--- src/rtl/input_config_loader.sv ---
// Loads the input-mapping tables from a byte stream into a shadow bank and commits them atomically.
// Optional build macro INPUT_CONFIG_LOADER_CHECKSUM_EN appends a mod-256 zero-sum checksum byte to the record.
module input_config_loader #(
  parameter int NUM_ROWS       = 8,
  parameter int TIMEOUT_CYCLES = 4096
) (
  input  logic         clk,
  input  logic         reset_n,
  input  logic         start,
  input  logic         data_valid,
  input  logic [7:0]   data_in,
  output logic         data_ready,
  output logic [255:0] input_s_config,
  output logic [7:0]   input_b_config,
  output logic [7:0]   input_ba_config,
  output logic [7:0]   input_acl_config,
  output logic [3:0]   grounded_port_config,
  output logic         busy,
  output logic         done,
  output logic         error
);

  localparam int ROW_BYTES = NUM_ROWS * 4;
`ifdef INPUT_CONFIG_LOADER_CHECKSUM_EN
  localparam int REC_LEN = ROW_BYTES + 5;
`else
  localparam int REC_LEN = ROW_BYTES + 4;
`endif
  localparam int CNT_W = $clog2(ROW_BYTES + 5);
  localparam int RW    = $clog2(ROW_BYTES);
  localparam int TO_W  = $clog2(TIMEOUT_CYCLES + 2);

  localparam logic [CNT_W-1:0] IDX_B    = CNT_W'(ROW_BYTES);
  localparam logic [CNT_W-1:0] IDX_BA   = CNT_W'(ROW_BYTES + 1);
  localparam logic [CNT_W-1:0] IDX_ACL  = CNT_W'(ROW_BYTES + 2);
  localparam logic [CNT_W-1:0] IDX_LAST = CNT_W'(REC_LEN - 1);
  localparam logic [TO_W-1:0]  TO_LIMIT = TO_W'((TIMEOUT_CYCLES > 0) ? TIMEOUT_CYCLES - 1 : 0);

  typedef enum logic [1:0] {
    S_IDLE,
    S_LOAD,
    S_COMMIT,
    S_FAIL
  } state_t;

  state_t state, state_next;

  logic [CNT_W-1:0] byte_cnt;
  logic [TO_W-1:0]  timeout_cnt;
  logic [7:0]       shadow_s [ROW_BYTES];
  logic [7:0]       shadow_b;
  logic [7:0]       shadow_ba;
  logic [7:0]       shadow_acl;
`ifdef INPUT_CONFIG_LOADER_CHECKSUM_EN
  localparam logic [CNT_W-1:0] IDX_GND = CNT_W'(ROW_BYTES + 3);
  logic [3:0]       shadow_gnd;
  logic             gnd_bad_q;
  logic [7:0]       sum_q;
`endif

  logic handshake;
  logic last_hs;
  logic gnd_bad_now;
  logic timeout_hit;
  logic rec_ok;

  assign handshake   = data_valid && (state == S_LOAD);
  assign last_hs     = handshake && (byte_cnt == IDX_LAST);
  assign gnd_bad_now = (data_in[7:4] != 4'h0) || ({28'd0, data_in[3:0]} > 32'(NUM_ROWS));
  assign timeout_hit = (TIMEOUT_CYCLES != 0) && !handshake && (timeout_cnt == TO_LIMIT);

`ifdef INPUT_CONFIG_LOADER_CHECKSUM_EN
  // Last byte is the checksum; the grounded byte was judged when it arrived.
  assign rec_ok = !gnd_bad_q && (8'(sum_q + data_in) == 8'h00);
`else
  assign rec_ok = !gnd_bad_now;
`endif

  always_ff @(posedge clk or negedge reset_n) begin
    if (!reset_n) state <= S_IDLE;
    else          state <= state_next;
  end

  always_comb begin
    state_next = state;
    data_ready = 1'b0;
    busy       = 1'b1;
    done       = 1'b0;
    case (state)
      S_IDLE: begin
        busy = 1'b0;
        if (start) state_next = S_LOAD;
      end
      S_LOAD: begin
        data_ready = 1'b1;
        if (last_hs)          state_next = rec_ok ? S_COMMIT : S_FAIL;
        else if (timeout_hit) state_next = S_FAIL;
      end
      S_COMMIT: begin
        done       = 1'b1;
        state_next = S_IDLE;
      end
      S_FAIL:   state_next = S_IDLE;
      default:  state_next = S_IDLE;
    endcase
  end

  always_ff @(posedge clk or negedge reset_n) begin
    if (!reset_n) begin
      byte_cnt             <= '0;
      timeout_cnt          <= '0;
      for (int i = 0; i < ROW_BYTES; i++) shadow_s[i] <= 8'h7F;
      shadow_b             <= 8'h7F;
      shadow_ba            <= 8'h7F;
      shadow_acl           <= 8'h7F;
`ifdef INPUT_CONFIG_LOADER_CHECKSUM_EN
      shadow_gnd           <= 4'h0;
      gnd_bad_q            <= 1'b0;
      sum_q                <= 8'h00;
`endif
      input_s_config       <= {8{32'h7F7F_7F7F}};
      input_b_config       <= 8'h7F;
      input_ba_config      <= 8'h7F;
      input_acl_config     <= 8'h7F;
      grounded_port_config <= 4'h0;
      error                <= 1'b0;
    end else begin
      case (state)
        S_IDLE: begin
          if (start) begin
            byte_cnt    <= '0;
            timeout_cnt <= '0;
            error       <= 1'b0;
`ifdef INPUT_CONFIG_LOADER_CHECKSUM_EN
            gnd_bad_q   <= 1'b0;
            sum_q       <= 8'h00;
`endif
          end
        end
        S_LOAD: begin
          if (handshake) begin
            byte_cnt    <= byte_cnt + 1'b1;
            timeout_cnt <= '0;
            if (byte_cnt < IDX_B)         shadow_s[byte_cnt[RW-1:0]] <= data_in;
            else if (byte_cnt == IDX_B)   shadow_b   <= data_in;
            else if (byte_cnt == IDX_BA)  shadow_ba  <= data_in;
            else if (byte_cnt == IDX_ACL) shadow_acl <= data_in;
`ifdef INPUT_CONFIG_LOADER_CHECKSUM_EN
            sum_q <= sum_q + data_in;
            if (byte_cnt == IDX_GND) begin
              shadow_gnd <= data_in[3:0];
              gnd_bad_q  <= gnd_bad_now;
            end
`endif
          end else if (timeout_cnt != '1) begin
            timeout_cnt <= timeout_cnt + 1'b1;
          end

          // Live outputs update on the edge that enters COMMIT so they line up with done.
          if (state_next == S_COMMIT) begin
            for (int r = 0; r < NUM_ROWS; r++)
              input_s_config[32*r +: 32] <= {shadow_s[4*r+3], shadow_s[4*r+2],
                                             shadow_s[4*r+1], shadow_s[4*r]};
            input_b_config   <= shadow_b;
            input_ba_config  <= shadow_ba;
            input_acl_config <= shadow_acl;
`ifdef INPUT_CONFIG_LOADER_CHECKSUM_EN
            grounded_port_config <= shadow_gnd;
`else
            grounded_port_config <= data_in[3:0];
`endif
          end
          if (state_next == S_FAIL) error <= 1'b1;
        end
        default: ;
      endcase
    end
  end

endmodule

--- config.mk ---
export PLATFORM = sky130hd
export DESIGN_NAME = input_config_loader
export DESIGN_NICKNAME = d
export VERILOG_FILES = /design/src/rtl/input_config_loader.sv
export SDC_FILE = /design/constraint.sdc
export NUM_CORES = 1
export LEC_CHECK = 0
export ABC_AREA = 1
export BUFFER_PORTS_ARGS = -buffer_cell sky130_fd_sc_hd__buf_4
export CORE_ASPECT_RATIO = 2
export CORE_MARGIN = 8
export CORE_UTILIZATION = 25
export CTS_CLUSTER_DIAMETER = 100
export DETAILED_ROUTE_END_ITERATION = 8
export GPL_TIMING_DRIVEN = 0
export SYNTH_ARGS = -nofsm -noshare
export SYNTH_HDL_FRONTEND = slang
export SYNTH_SLANG_ARGS = --single-unit
--- constraint.sdc ---
create_clock -name clk -period 1.6 [get_ports clk]
set_input_delay 0.16 -clock clk [delete_from_list [all_inputs] [get_ports clk]]
set_output_delay 0.16 -clock clk [all_outputs]
set_load 0.01 [all_outputs]
==> metrics.cfg <==
[run_status]
outcome = complete, but fails checks
violations = negative setup slack

[timing]
setup_violations = 562
worstMarginPinSlew_ns = 1.17
slew_viol_final = 0
rsz0062_at_grt = yes
period_share_pct = 119
worst_slack_ns = -0.300
relSlewSlack_pct = 21.9
fin_worst_skew_ns = 0.0142
period_needed_ns = 1.90
timing.fmax_ghz = 0.526
hold_viol_final = 0

[cells_and_area]
final_net_count = 2872
drive_gt1_share_pct = 57.1
stdcell_count = 4126
fill_cells = 9503
postLayoutCoreUtil_pct = 35.4
area_growth_pct = 40.6

[die]
fp.dieH_um = 456
die_w_um = 236
initial_core_util_pct = 25.2
num_rows = 161
core_area_sq_um = 96100
ios = 300
die_area_sq_um = 108000

[routing]
drc = 0
routedWlPerCell_um = 19.5
routed_wirelength_um = 80500
vias = 17739
drtAntennaViolNets = 0
drt-initial-drc-count = 915
via_per_inst = 4.30
dr.pass1.iters = 5

[power]
power_density_nw_per_um2 = 1190
irDropWorstVdd_uv = 846
p_leak_uw = 0.0137

[critical_path]
crit_buf_inv = 5
crit_arrival_ns = 2.42
slowest_delay_ns = 0.43
cp_top_family = buffers and inverters
cp_cell_sequence = inv_4 -> nand2_8 -> nor2_4 -> nand3_2 -> nand3b_1 -> buf_6 -> buf_12 -> clkbuf_16 -> buf_12 -> nand2_2 -> o21ai_1
path_class = register to register
slowest_stage = dfrtp_2
cp.depth = 11
crit_top_cell = buf_12
path_max_fanout = 8
worstPathRequired_ns = 2.12
cp-end-kind = register
startpoint_type = register
rr_worst_depth = 11

[placed_design]
dpl.cell_count = 3877
dpl_worst_slack_ns = -1.18
io_buffers = 299
gp_congestion = 0.765
dp_hpwl_um = 54400

[grt]
track_usage_pct = 14.5
grt_pass1_vias = 18764
grt_max_degree = 116
grt_overflow = 0
grt_pass1_wl_um = 119000
antenna_found_initial = 3

[clocking]
cts_tree = done
htreeDepth = 2
numCtsBuffers = 55
ctsLongestPathBuffers = 3
ctsRootBufferMaster = clkbuf_16
clk_latency_ns = 0.64
cts.sinks = 586
clk_pin_slew_ns = 0.07

[synth]
synthCells = 2351
syn_area_sq_um = 24200
synth_top_area_share_pct = 53.2
synth_top_area_cell = dfstp_2
netlist-cell-type-count = 27
syn-num-nets = 2368
synth_warnings = 0
ys_seq_area_share_pct = 63.1
synthTopCellsByArea = dfstp_2 53%, nand2_1 10%, dfrtp_1 9.9%, o21ai_2 8.8%, o21ai_0 6.1%
synth-seq-cells = 586
avgSynthCellArea_sq_um = 10.3

[worst_hold_path]
hp-class = primary input to asynchronous set/reset pin

[job]
maxCapViolCount = 0

## cells in the final DEF, fill, tap and decap left out, types with 3 or more instances in the layout
cell type | synthesis | routed
dfstp_2 | 490 | 490
inv_4 | 0 | 3
nand2_1 | 650 | 525
inv_2 | 3 | 7
nor3_4 | 0 | 3
bufinv_16 | 0 | 6
clkbuf_8 | 0 | 21
buf_16 | 0 | 13
nand2_2 | 0 | 75
o21ai_0 | 297 | 111
nor2_4 | 5 | 14
clkinv_2 | 0 | 11
dfrtp_2 | 0 | 6
buf_8 | 0 | 20
nand2_4 | 1 | 25
a21oi_1 | 4 | 4
o21ai_1 | 39 | 117
buf_12 | 0 | 42
o21ai_2 | 244 | 351
buf_4 | 0 | 343
buf_6 | 59 | 96
nor2_1 | 28 | 18
inv_1 | 312 | 304
nand3_4 | 0 | 3
dfrtp_1 | 96 | 90
clkbuf_16 | 0 | 71
nand4_1 | 10 | 10
ha_4 | 0 | 4
clkinvlp_4 | 0 | 4
clkbuf_1 | 37 | 31
nand2_8 | 0 | 26
clkbuf_4 | 0 | 3
dlygate4sd3_1 | 0 | 5
nand3_1 | 26 | 21
## worst reg2reg max path: stages (launching register included)
cell and delay [ns]:
dfrtp_2 0.43, inv_4 0.08, nand2_8 0.06, nor2_4 0.14, nand3_2 0.08, nand3b_1 0.17
buf_6 0.18, buf_12 0.16, clkbuf_16 0.22, buf_12 0.16, nand2_2 0.04, o21ai_1 0.05
## logic make-up after synthesis
logic type / share of synthesized area [%]
buf+inv: 8.81
compound gates: 16.0
flops: 63.1
fa+ha+maj: 0.258
simple gates: 11.9
## sequential cells by signal, summed over array words and instances (netlist names), 8 cells and up
signal,cells
input_s_config,256
shadow_s,256
timeout_cnt,13
input_acl_config,8
input_b_config,8
input_ba_config,8
shadow_acl,8
shadow_b,8
shadow_ba,8
## metrics by stage
stage	cell area [sq um]	TNS (ns)	hold WS, ns	power (uW)
2_1_floorplan	24300	-0.765	-0.136	21800
3_3_place_gp	28000	-2913.74	0.458	23500
3_5_place_dp	28200	-474.95	0.114	23800
4_1_cts	33000	-87.29	0.00420	40700
5_1_grt	34000	-152.83	0.0451	42600
6_report	34000	-101.82	0.0261	40600
## power by group
group	leakage, uW	switching [uW]	internal (uW)
logic	0.00639	4500	2900
registers	0.00637	1090	17800
clock network	0.000966	6230	8040
## layer usage
metal | share of wire [%] | track usage [%]
met1 | 38 | 15.9
met4 | 4.6 | 7.20
met3 | 5.6 | 3.37
met2 | 52 | 26.1
met5 | 0.017 | 0
## cells in the mapped netlist, drive strengths merged
cell     instances
nand4           10
nor4             2
clkbuf          37
buf             87
o2111ai          1
nand3           26
nand3b           1
or2              1
o21ai          580
nor2            34
inv            315
o21bai           2
ha               5
dfstp          490
and3             1
clkinv           2
nand2          651
nor3             6
a21oi            4
dfrtp           96
## worst paths after layout
path	start	to	slack, ns
setup / recovery	byte_cnt[3]$_DFFE_PN0P_	input_s_config[151]$_DFFE_PN0P_	-0.30
hold / removal	reset_n	error$_DFFE_PN0P_	0.03
setup reg to reg	byte_cnt[3]$_DFFE_PN0P_	input_s_config[151]$_DFFE_PN0P_	-0.30
hold reg to reg	shadow_s[104]$_DFFE_PN1P_	input_s_config[144]$_DFFE_PN1P_	0.47
max in group asynchronous	reset_n	input_s_config[119]$_DFFE_PN0P_	0.06
min in group clk	start	timeout_cnt[12]$_DFFE_PN0P_	0.06
## what timing repair did
item / in CTS / in global routing
pin swaps: 23 / 8
hold endpoints to repair: 94 / 0
gates resized for setup: 617 / 177
hold buffers: 5 / 0
endpoints found under the setup margin: 585 / 823
buffers inserted: 82 / 10
cloned: 32 / 15
## layout make-up
cell class | instances | area [sq um] | share of cell area (%)
flip-flops and latches | 586 | 15300 | 44.9
multi-input cells | 1324 | 8240 | 24.2
repair buffers | 447 | 4300 | 12.6
clock buffers | 75 | 1590 | 4.68
well taps | 1222 | 1530 | 4.49
plain buffers | 124 | 1530 | 4.48
inverters | 317 | 1200 | 3.53
clock inverters | 29 | 368 | 1.08
diodes | 2 | 5.00 | 0.0147
Power figures use the tool's default switching activity.
